### src/rtl/wb_arbiter.sv
//------------------------------------------------------------------------------
// Module      : wb_arbiter
// Description : Writeback arbiter. Four per-source holding entries drain into
//               two regfile write ports in round-robin order.
// Revision    : 1.0 - initial release
//------------------------------------------------------------------------------
`default_nettype none

module wb_arbiter #(
  parameter int WIDTH = 32,
  parameter int PREGW = 7
) (
  input  logic                 i_clk,
  input  logic                 i_rst,
  input  logic                 i_flush,
  input  logic [3:0]           i_valid,
  input  logic [4*PREGW-1:0]   i_tag,
  input  logic [4*WIDTH-1:0]   i_data,
  output logic [3:0]           o_ready,
  output logic [1:0]           o_we,
  output logic [2*PREGW-1:0]   o_wtag,
  output logic [2*WIDTH-1:0]   o_wdata,
  output logic [3:0]           o_wsrc,
  output logic [2:0]           o_pending
);

  logic [3:0]       r_hv;
  logic [PREGW-1:0] r_htag  [4];
  logic [WIDTH-1:0] r_hdata [4];
  logic [1:0]       r_p;

  logic       w_active;
  logic       w_g0_vld;
  logic       w_g1_vld;
  logic [1:0] w_g0_src;
  logic [1:0] w_g1_src;
  logic [3:0] w_grant;
  logic [3:0] w_accept;

  assign w_active = !i_rst && !i_flush;

  // Scan from the round-robin pointer; first two held entries win the ports.
  always_comb begin
    logic [1:0] w_scan;
    w_g0_vld = 1'b0;
    w_g1_vld = 1'b0;
    w_g0_src = 2'd0;
    w_g1_src = 2'd0;
    w_scan   = 2'd0;
    for (int i = 0; i < 4; i++) begin
      w_scan = r_p + 2'(i);
      if (r_hv[w_scan]) begin
        if (!w_g0_vld) begin
          w_g0_vld = 1'b1;
          w_g0_src = w_scan;
        end else if (!w_g1_vld) begin
          w_g1_vld = 1'b1;
          w_g1_src = w_scan;
        end
      end
    end
  end

  always_comb begin
    w_grant = 4'b0000;
    if (w_active) begin
      if (w_g0_vld) w_grant[w_g0_src] = 1'b1;
      if (w_g1_vld) w_grant[w_g1_src] = 1'b1;
    end
  end

  always_comb begin
    o_we      = 2'b00;
    o_wtag    = '0;
    o_wdata   = '0;
    o_wsrc    = 4'b0000;
    if (w_active && w_g0_vld) begin
      o_we[0]            = 1'b1;
      o_wtag[0 +: PREGW] = r_htag[w_g0_src];
      o_wdata[0 +: WIDTH] = r_hdata[w_g0_src];
      o_wsrc[1:0]        = w_g0_src;
    end
    if (w_active && w_g1_vld) begin
      o_we[1]                = 1'b1;
      o_wtag[PREGW +: PREGW] = r_htag[w_g1_src];
      o_wdata[WIDTH +: WIDTH] = r_hdata[w_g1_src];
      o_wsrc[3:2]            = w_g1_src;
    end
  end

  // A granted entry frees up in the same cycle, so it can refill immediately.
  assign o_ready  = (~r_hv | w_grant) & {4{w_active}};
  assign w_accept = i_valid & o_ready;

  assign o_pending = {2'b00, r_hv[0]} + {2'b00, r_hv[1]}
                   + {2'b00, r_hv[2]} + {2'b00, r_hv[3]};

  always_ff @(posedge i_clk) begin
    if (i_rst) begin
      r_hv <= 4'b0000;
      r_p  <= 2'd0;
      for (int k = 0; k < 4; k++) begin
        r_htag[k]  <= '0;
        r_hdata[k] <= '0;
      end
    end else if (i_flush) begin
      r_hv <= 4'b0000;
    end else begin
      for (int k = 0; k < 4; k++) begin
        if (w_accept[k]) begin
          r_hv[k]    <= 1'b1;
          r_htag[k]  <= i_tag[k*PREGW +: PREGW];
          r_hdata[k] <= i_data[k*WIDTH +: WIDTH];
        end else if (w_grant[k]) begin
          r_hv[k] <= 1'b0;
        end
      end
      if (w_g1_vld)      r_p <= w_g1_src + 2'd1;
      else if (w_g0_vld) r_p <= w_g0_src + 2'd1;
    end
  end

endmodule

`default_nettype wire
### config.mk
export PLATFORM = sky130hd
export DESIGN_NAME = wb_arbiter
export DESIGN_NICKNAME = d
export VERILOG_FILES = /design/src/rtl/wb_arbiter.sv
export SDC_FILE = /design/constraint.sdc
export NUM_CORES = 1
export LEC_CHECK = 0
export CORE_MARGIN = 2
export CORE_UTILIZATION = 50
export DETAILED_ROUTE_END_ITERATION = 6
export DONT_BUFFER_PORTS = 1
export PLACE_DENSITY = 0.74
export SYNTH_ARGS = -nofsm -noshare
export SYNTH_HDL_FRONTEND = slang
export SYNTH_SLANG_ARGS = --single-unit
### constraint.sdc
create_clock -name i_clk -period 8.1 [get_ports i_clk]
set_input_delay 0.81 -clock i_clk [delete_from_list [all_inputs] [get_ports i_clk]]
set_output_delay 0.81 -clock i_clk [all_outputs]
set_load 0.02 [all_outputs]
==> key figures, run 1 <==
Setup path
  • Critical Path RT: 7.29 ns
  • CP Capture Type: output pin
  • Critical Path Start Type: register
  • Worst R2R Path Depth: 9
  • RR Startpoint: r_p[0]
  • Crit Path Category: register to output pin
  • Crit path max fanout: 42
  • CP Launch Point: r_p[0]
  • Critical Path AT: 5.04 ns

Clocking
  • CTS Buffer Depth: 2
  • Cts hold-fix bufs: 0
  • Post-CTS setup buffers: 0
  • Clock root buffer: clkbuf_16
  • CTS tree: built
  • Post-CTS Resized: 0
  • Clock transition at the registers of the reported paths: 0.06 ns
  • Worst-Skew Late Latency: 0.43 ns
  • Clk sinks: 162
  • TritonCTS Buffers: 17
  • CTS H-tree lvls: 4

Run
  • Total of max-cap violations: 0

Timing
  • Slew margin rel.: 27.2%
  • Unrepaired setup endpoints after global routing: no
  • Slew @ Worst Pin: 1.09 ns
  • Final worst slack: 2.25 ns
  • Fin. Hold Viols: 0
  • Setup Skew: 0.00806 ns
  • Min Tclk post-route: 5.85 ns
  • Setup TNS: 0 ns
  • Max Slew Vio Count: 0
  • Tcrit/Tclk final: 72.2%
  • Fmax: 171 MHz
  • Endpoints failing setup: 0

Detailed routing
  • Vias post-DR: 7,245
  • Iteration-0 DRC Markers: 749
  • Routed WL: 27,900 um
  • # DRC: 0
  • Detailed-route vias per instance: 6.64
  • DR WL met2: 13,500 um
  • Initial DRT Pass Iterations: 6
  • WL/cell: 25.6 um
  • Antenna-violating nets left: 0
  • Met3 wire length: 2980 um
  • Top sig layer: met4
  • WL met1: 10,500 um

Synthesis
  • Synth async-reset ratio: 0%
  • Synthesized area per cell: 11.0 um^2
  • Ranking of synthesized cells by area: edfxtp_1, mux4_2, nor3_1
  • Synth top cells by count: nor3_1, nand2_1, edfxtp_1
  • Syn_nets: 1,048
  • Yosys warns: 0
  • Number of enable flip-flop cells after synthesis: 156
  • Yosys reg bits: 162
  • Yosys top cell area share: 48.3%
  • Register area share after synthesis: 49.6%
  • Syn Inst Count: 880
  • Most used DFF post-synth: edfxtp_1
  • Yosys top cell by area: edfxtp_1
  • Mapped Area: 9690 um^2
  • Most common cell in the synthesized netlist: nor3_1
  • Count of cell types in the netlist: 53

Floorplan
  • Ports: 254
  • Die Wd: 143 um
  • Die height: 143 um
  • Initial Utilization: 51.5%
  • Core area: 18,800 um^2
  • Rows: 50
  • Die area: 20,500 um^2

Power
  • Net switching fraction of the power: 26.1%
  • Clock share of power: 38.0%
  • P_int: 1.59 mW
  • Leak: 4.03 nW
  • Pwr Density: 209 nW/um^2
  • P_sw: 0.560 mW
  • Comb power frac: 14.6%
  • Tot Pwr: 2.15 mW
  • Reg power frac: 47.5%
  • IR Drop Worst-Case VDD: 0.125 mV

Finish
  • Synth-to-Final Area Change: 6.31%
  • Share of cells above drive strength 1: 12.9%
  • Fillers: 1,565
  • Nets@finish: 985

Global route
  • Overall Global Routing Usage: 27.3%
  • Global route overflow: 0
  • First-pass GRT wire length: 41,400 um
  • Largest net degree at the start of global routing: 90
  • Initial antenna violation count: 1
  • Number of global-route vias before repair: 7,120

Hold path
  • WHS Path Cells: 1
  • Worst Hold Class: input pin to register
  • Min-delay src: i_rst

Place
  • Pre-CTS setup slack: 2.72 ns
  • Port buffer count: 0
  • Dpl hpwl: 18,100 um
  • Final GP Congestion: 0.849

Status
  • Status: finished, final reports clean
power by group through the flow:
| stage | sequential (mW) | clock [mW] | combinational [mW] |
|---|---|---|---|
| final | 1.02 | 0.815 | 0.313 |
| after global routing | 1.03 | 0.847 | 0.335 |
| after CTS | 1.02 | 0.820 | 0.314 |
| after detailed placement | 1.04 | 0 | 0.312 |
| after global placement | 1.03 | 0 | 0.308 |
| after floorplan | 1.02 | 0 | 0.269 |
cells in the final DEF, fill, tap and decap left out, types with 2 or more instances in the layout:
| cell | netlist | routed |
|---|---|---|
| nand4_1 | 6 | 6 |
| a21oi_1 | 3 | 3 |
| or3b_2 | 2 | 2 |
| clkinv_4 | 0 | 3 |
| nand3b_1 | 2 | 2 |
| inv_1 | 11 | 11 |
| clkinvlp_4 | 0 | 4 |
| nor3_1 | 161 | 161 |
| edfxtp_1 | 156 | 156 |
| clkbuf_16 | 0 | 17 |
| nor2b_1 | 4 | 4 |
| a221oi_4 | 1 | 2 |
| a211oi_1 | 5 | 5 |
| o21ba_2 | 4 | 4 |
| and2_1 | 40 | 40 |
| mux2i_1 | 80 | 80 |
| nand2b_1 | 7 | 6 |
| nor3b_1 | 5 | 5 |
| buf_4 | 6 | 12 |
| mux4_2 | 41 | 41 |
| dfxtp_1 | 6 | 6 |
| ha_1 | 4 | 4 |
| bufinv_16 | 0 | 3 |
| o221a_2 | 2 | 2 |
| o2111ai_1 | 4 | 4 |
| nor2_1 | 12 | 12 |
| clkinv_2 | 0 | 3 |
| o22ai_1 | 40 | 40 |
| nand2_1 | 160 | 159 |
| o21bai_4 | 0 | 4 |
per-layer routing:
| layer | up-vias | global-route usage (%) |
|---|---|---|
| met5 | - | 0 |
| met4 | 0 | 12.0 |
| met3 | 73 | 9.29 |
| met2 | 401 | 42.7 |
| met1 | 3603 | 34.7 |
| li1 | 3168 | - |
critical path, stage by stage, from the launching register on:
cell	delay (ns)
dfxtp_1	0.84
mux4_2	0.61
ha_1	0.28
mux2i_1	0.18
nor3b_2	0.27
a2bb2oi_4	0.62
buf_4	0.52
o221a_2	0.95
nor2_1	0.29
cell families (layout without fill, tap and decap cells):
kind of cell	count (synthesis)	in the layout	synth area share (%)
AND/OR/NAND/NOR	407	407	20.0
flip-flops	162	162	49.6
multiplexers	121	121	17.8
buffers and inverters	105	55	5.37
AO/OA/AOI/OAI	77	77	6.24
adder cells (fa/ha/maj)	6	6	0.826
XOR/XNOR	2	2	0.181
other	0	1	0
per-stage QoR:
stage	std cells	util (%)	hold WS (ns)	area (um^2)
floorplan	880	-	0.772	9690
global placement	1058	51.5	0.837	9710
detailed placement	1058	51.5	0.850	9710
CTS	1090	54.7	0.428	10300
global route	1090	54.7	0.434	10300
finish	1091	54.7	0.445	10300
state kept, by name, indices dropped and copies added (netlist names):
| signal | cells |
|---|---|
| r_hdata | 128 |
| r_htag | 28 |
| r_hv | 4 |
| r_p | 2 |
final timing paths:
check	endpoint	slack [ns]
setup / recovery	o_ready[3]	2.25
setup reg to reg	r_hdata[3][4]	2.74
hold reg to reg	r_p[0]	0.86
hold / removal	r_p[0]	0.45
layout make-up:
type	count	area (um^2)	area share, %
Antenna cell	1	2.50	0.0243
Clock buffer	18	429	4.17
Clock inverter	14	165	1.60
Inverter	11	41.3	0.401
Multi-Input combinational cell	613	4440	43.1
Sequential cell	162	4800	46.6
Tap cell	260	325	3.16
Timing Repair Buffer	12	90.1	0.874
No activity file was read; power rests on OpenSTA's default activity.
==> inputs of run 2 (changes only) <==
==> constraint.sdc (replaced) <==
create_clock -name i_clk -period 6.1 [get_ports i_clk]
set_input_delay 0.61 -clock i_clk [delete_from_list [all_inputs] [get_ports i_clk]]
set_output_delay 0.61 -clock i_clk [all_outputs]
set_load 0.02 [all_outputs]
==> run 2 against run 1 <==
  * Critical endpoint is now o_ready[1]
  * Global-route usage down 0.11 points
  * Cell area up 0.55%
  * Count of clock-buffer cells in the layout up 1
  * Sequential share of layout area down 0.25 points
  * Worst hold slack worse by 0.19 ns
  * Core utilization up 0.30 points
  * Critical path depth up 1
  * Highest routed layer unchanged
  * Total power up 35%
  * Sequential cell count unchanged
  * First-iteration DRC count down 12%
==> key figures, run 2 (synthesis results as in run 1) <==
Timing
  • Min Tclk post-route: 5.01 ns
  • Endpoints failing setup: 0
  • Fmax: 199 MHz
  • Slew margin rel.: 28.1%
  • Unrepaired setup endpoints after global routing: no
  • Setup Skew: 0.00938 ns
  • Slew @ Worst Pin: 1.08 ns
  • Setup TNS: 0 ns
  • Fin. Hold Viols: 0
  • WHS: 0.255 ns
  • Max Slew Vio Count: 0
  • Tcrit/Tclk final: 82.2%
  • Final worst slack: 1.09 ns

Setup path
  • Buf/Inv on CP: 1
  • Worst-path cell with the longest stage delay: dfxtp_1
  • Critical Path Start Type: register
  • Crit path max fanout: 84
  • CP Capture Type: output pin
  • Critical Path AT: 4.40 ns
  • R2r setup slk: 1.43 ns
  • Delay-heaviest family, CP: compound AO/OA/AOI/OAI gates
  • Critical Path RT: 5.49 ns
  • Crit Path Category: register to output pin
  • Worst stage delay on the critical path: 0.86 ns
  • CP cell instances: mux4_2, ha_1, nor2b_1, nand4_1, o2111ai_1, nor3_4, buf_12, o221a_2, nor2_1

Global route
  • Initial antenna violation count: 1
  • Global route overflow: 0
  • Overall Global Routing Usage: 27.2%
  • Largest net degree at the start of global routing: 85
  • First-pass GRT wire length: 41,400 um
  • Number of global-route vias before repair: 7,066

Clocking
  • Clock transition at the registers of the reported paths: 0.06 ns
  • TritonCTS Buffers: 17
  • CTS H-tree lvls: 4
  • Post-CTS setup buffers: 0
  • CTS Buffer Depth: 2
  • Clk sinks: 162
  • Cts hold-fix bufs: 0
  • Clock root buffer: clkbuf_16
  • CTS tree: built
  • Post-CTS Resized: 0
  • Worst-Skew Late Latency: 0.42 ns

Place
  • Final GP Congestion: 0.878
  • Dpl hpwl: 17,700 um
  • Placed Area: 9740 um^2
  • Port buffer count: 0
  • Pre-CTS setup slack: 1.46 ns

Power
  • IR Drop Worst-Case VDD: 0.201 mV
  • Pwr Density: 279 nW/um^2
  • Net switching fraction of the power: 25.5%
  • Clock share of power: 38.8%
  • P_int: 2.16 mW
  • Comb power frac: 14.3%
  • Leak: 4.07 nW
  • P_sw: 0.738 mW
  • Reg power frac: 46.8%

Detailed routing
  • Antenna-violating nets left: 0
  • Initial DRT Pass Iterations: 5
  • WL/cell: 25.6 um
  • Vias post-DR: 7,249
  • # DRC: 0
  • Routed WL: 27,900 um
  • Detailed-route vias per instance: 6.63
  • Iteration-0 DRC Markers: 658

Finish
  • Commonest non-fill, non-tap cell in the layout: nor3_1
  • Share of cells above drive strength 1: 13.2%
  • Commonest cells after routing, fill and taps aside: nor3_1, nand2_1, edfxtp_1
  • Top flop regs: r_hdata x128, r_htag x28, r_hv x4
  • Fillers: 1,605
  • Final core occ: 55.0%
  • Max reg flops: 128
  • Nets@finish: 988
  • Largest register by flop count: r_hdata
  • Synth-to-Final Area Change: 6.89%
  • Ant diodes: 0
  • Final Cell Area: 10,400 um^2

Floorplan
  • Die height: 143 um
  • Ports: 254
  • Initial Utilization: 51.5%
  • Die Wd: 143 um
  • Core area: 18,800 um^2
  • Die area: 20,500 um^2
  • Rows: 50

Run
  • Total of max-cap violations: 0

Status
  • Status: finished, final reports clean

Hold path
  • Worst Hold Class: input pin to register
==> run 2: changes by cell type in the layout (fill, tap and decap cells not counted), sizes merged <==
cell / delta
diode: -1
inv: +1
buf: +3
clkbuf: +1
clkinvlp: -2
bufinv: +1
clkinv: -1
==> run 2: layout make-up <==
type                    instances  area [um^2]  area share [%]
clock buffers                  19          433            4.18
clock inverters                13          185            1.79
inverters                      11         41.3           0.399
multi-input cells             613         4440            42.9
flip-flops and latches        162         4800            46.4
well taps                     260          325            3.14
repair buffers                 15          125            1.21
==> run 2: layer usage <==
metal	global-route usage, %	wire length [um]
met1	35.0	10800
met2	43.4	13500
met3	7.28	2610
met4	12.2	969
met5	0	0
==> run 2: power groups by stage <==
stage	combinational, mW	sequential [mW]	clock (mW)
finish	0.415	1.36	1.12
global route	0.447	1.36	1.17
CTS	0.417	1.35	1.13
detailed placement	0.414	1.38	0
global placement	0.410	1.37	0
floorplan	0.358	1.35	0
==> run 2: path summary, 6_finish.rpt <==
kind	to	cells past startpoint	startpoint
setup / recovery	o_ready[1]	9	r_p[0]
setup reg to reg	r_hdata[3][16]	10	r_p[0]
hold / removal	r_p[0]	1	i_rst
hold reg to reg	r_p[0]	2	r_p[0]
==> run 2: through the flow <==
step / power [mW] / std cells
after floorplan: 1.71 / 880
after global placement: 1.78 / 1061
after detailed placement: 1.79 / 1061
after CTS: 2.90 / 1093
after global routing: 2.98 / 1093
final: 2.89 / 1093
==> inputs of run 3 (changes only) <==
--- a/config.mk
+++ b/config.mk
@@ -5,6 +5,7 @@
 export SDC_FILE = /design/constraint.sdc
 export NUM_CORES = 1
 export LEC_CHECK = 0
+export ABC_AREA = 1
 export CORE_MARGIN = 2
 export CORE_UTILIZATION = 50
 export DETAILED_ROUTE_END_ITERATION = 6
==> constraint.sdc (replaced) <==
create_clock -name i_clk -period 4.8 [get_ports i_clk]
set_input_delay 0.48 -clock i_clk [delete_from_list [all_inputs] [get_ports i_clk]]
set_output_delay 0.48 -clock i_clk [all_outputs]
set_load 0.02 [all_outputs]
==> run 3 against run 2 <==
  * Critical path depth increased by 8
  * Core utilization grew 0.22 points
  * Cell count up 33%
  * Cell area increased by 0.74%
  * Clock skew grew 0.0030 ns
  * Setup slack lost 0.68 ns
  * Combinational power increased to 7.9 times the previous value
  * Worst hold slack worse by 0.073 ns
  * Global-route usage grew 1.4 points
  * Sequential share of layout area shrank 0.34 points
  * Highest routed layer unchanged
==> key figures, run 3 <==
Status
  • Status: finished, final reports clean

Clocking
  • CTS tree: built
  • TritonCTS Buffers: 17
  • CTS H-tree lvls: 4
  • Clock transition at the registers of the reported paths: 0.07 ns
  • Worst-Skew Late Latency: 0.44 ns
  • Clock root buffer: clkbuf_16
  • Post-CTS setup buffers: 0
  • Cts hold-fix bufs: 0
  • Clk sinks: 162
  • Post-CTS Resized: 0
  • CTS Buffer Depth: 2

Hold path
  • Worst Hold Class: input pin to register
  • Min-Delay Endpoint: r_hv[2]
  • Min-delay src: i_valid[2]
  • WHS Path Cells: 2

Setup path
  • Critical Path RT: 4.32 ns
  • Critical Path Start Type: register
  • Critical Path AT: 3.91 ns
  • CP Capture Type: output pin
  • Reg2reg end: r_hdata[1][3]
  • Worst R2R Path Depth: 17
  • R2r setup slk: 0.99 ns
  • Crit path max fanout: 24
  • Crit Path Category: register to output pin
  • RR Startpoint: r_p[0]

Place
  • Dpl hpwl: 18,800 um
  • Port buffer count: 0
  • Pre-CTS setup slack: 0.904 ns
  • Final GP Congestion: 0.902
  • Placed cells: 1,419

Finish
  • Max reg flops: 128
  • Share of cells above drive strength 1: 15.3%
  • Final core occ: 55.2%
  • Largest register by flop count: r_hdata
  • Commonest non-fill, non-tap cell in the layout: inv_1
  • Final std cells w/o fill: 1,452
  • Fillers: 1,706
  • Top flop regs: r_hdata x128, r_htag x28, r_hv x4
  • Synth-to-Final Area Change: 7.50%
  • Nets@finish: 1,346
  • Commonest cells after routing, fill and taps aside: inv_1, nand2_1, nor2_1

Detailed routing
  • Detailed-route vias per instance: 5.60
  • # DRC: 0
  • WL/cell: 20.1 um
  • Antenna-violating nets left: 0
  • Initial DRT Pass Iterations: 5
  • Routed WL: 29,200 um
  • Iteration-0 DRC Markers: 767
  • Vias post-DR: 8,133

Run
  • Total of max-cap violations: 0

Power
  • Reg power frac: 26.8%
  • Tot Pwr: 6.42 mW
  • IR Drop Worst-Case VDD: 0.341 mV
  • P_sw: 3.14 mW
  • Comb power frac: 50.8%
  • Pwr Density: 615 nW/um^2
  • Leak: 4.72 nW
  • Clock share of power: 22.4%
  • Net switching fraction of the power: 48.9%
  • P_int: 3.28 mW

Floorplan
  • Die Wd: 143 um
  • Core area: 18,900 um^2
  • Rows: 50
  • Die area: 20,500 um^2
  • Die height: 143 um
  • Ports: 254
  • Initial Utilization: 51.4%

Synthesis
  • Ranking of synthesized cells by area: edfxtp_1, inv_1, nand2_1
  • Synth top cells by count: inv_1, nand2_1, nor2_1
  • Number of enable flip-flop cells after synthesis: 156
  • Synth async-reset ratio: 0%
  • Syn Inst Count: 1,198
  • Yosys warns: 0
  • Count of cell types in the netlist: 32
  • Yosys reg bits: 162
  • Syn_nets: 1,366
  • Register area share after synthesis: 49.5%
  • Mapped Area: 9710 um^2
  • Yosys top cell by area: edfxtp_1
  • Yosys top cell area share: 48.3%
  • Most used DFF post-synth: edfxtp_1
  • Most common cell in the synthesized netlist: inv_1
  • Synthesized area per cell: 8.10 um^2

Global route
  • Largest net degree at the start of global routing: 68
  • Initial antenna violation count: 1
  • Overall Global Routing Usage: 28.6%
  • Number of global-route vias before repair: 7,975
  • First-pass GRT wire length: 43,800 um
  • Global route overflow: 0

Timing
  • Unrepaired setup endpoints after global routing: no
  • Fin. Hold Viols: 0
  • Final worst slack: 0.410 ns
  • Setup Skew: 0.0123 ns
  • Min Tclk post-route: 4.39 ns
  • Max Slew Vio Count: 0
  • Tcrit/Tclk final: 91.5%
  • Slew @ Worst Pin: 1.02 ns
  • Slew margin rel.: 32.2%
  • Setup TNS: 0 ns
  • Fmax: 228 MHz
  • Endpoints failing setup: 0
[run 3: changes by cell type after synthesis, sizes merged, moves of 13 or more]
cell	previous run	this run
nor2	12	261
and2	40	0
o21ai	1	77
a21oi	3	56
mux2i	80	0
nor3	162	29
buf	44	57
nand2	160	224
clkbuf	50	7
inv	11	225
nand3	1	49
mux4	41	0
[run 3: power groups by stage]
stage | clock (mW) | combinational [mW] | sequential (mW)
after floorplan | 0 | 2.50 | 1.72
after detailed placement | 0 | 3.19 | 1.75
final | 1.44 | 3.26 | 1.72
after global routing | 1.50 | 3.55 | 1.73
after CTS | 1.45 | 3.20 | 1.72
after global placement | 0 | 3.14 | 1.75
[run 3: logic make-up (layout without fill, tap and decap cells)]
| family | count (synthesis) | count (layout) | share of synthesized area (%) |
|---|---|---|---|
| flip-flops | 162 | 162 | 49.5 |
| AND/OR/NAND/NOR | 568 | 568 | 26.5 |
| buffers and inverters | 290 | 283 | 13.6 |
| AO/OA/AOI/OAI | 173 | 173 | 9.63 |
| other | 0 | 1 | 0 |
| adder cells (fa/ha/maj) | 5 | 5 | 0.722 |
[run 3: per-stage QoR]
| step | cell area, um^2 | hold WS (ns) |
|---|---|---|
| floorplan | 9710 | 0.521 |
| global placement | 9820 | 0.547 |
| detailed placement | 9820 | 0.552 |
| CTS | 10400 | 0.172 |
| global route | 10400 | 0.180 |
| finish | 10400 | 0.182 |
[run 3: worst max path at each step]
stage / startpoint / end / slack, ns / depth (start not counted)
after floorplan: r_p[0] / r_hdata[3][0] / 1.38 / 19
after global placement: r_p[0] / o_wdata[14] / 0.95 / 17
after CTS: r_p[0] / o_wdata[4] / 0.44 / 17
after detailed placement: r_p[0] / o_wdata[4] / 0.90 / 17
after global routing: r_p[0] / o_wdata[14] / 0.05 / 16
final: r_p[0] / o_wdata[14] / 0.41 / 17
[run 3: layer usage]
metal,wire [um],GRT usage (%),share of wire [%]
met4,988,12.1,3.4
met5,0,0,0
met2,13600,46.7,47
met1,11200,35.9,38
met3,3310,8.20,11
[run 3: area by class of cell]
| class | count | area, um^2 | share of cell area (%) |
|---|---|---|---|
| Inverter | 226 | 853 | 8.18 |
| Tap cell | 260 | 325 | 3.12 |
| Sequential cell | 162 | 4800 | 46.0 |
| Multi-Input combinational cell | 746 | 3610 | 34.6 |
| Clock buffer | 18 | 429 | 4.11 |
| Timing Repair Buffer | 25 | 225 | 2.16 |
| Clock inverter | 14 | 184 | 1.76 |
| Antenna cell | 1 | 2.50 | 0.0240 |
[run 3: worst max-delay path, stage by stage (launching register included)]
cell and delay, ns:
dfxtp_1 0.65, inv_6 0.10, nand2_2 0.10, nand3_1 0.15
nand2_4 0.16, ha_1 0.24, inv_1 0.05, nand2_1 0.04
nand2_1 0.06, inv_1 0.04, nand2_1 0.06, nand3_2 0.08
nand2_2 0.16, inv_2 0.07, nand2_2 0.45, buf_4 0.36
o21ai_0 0.11, nor3_1 0.59
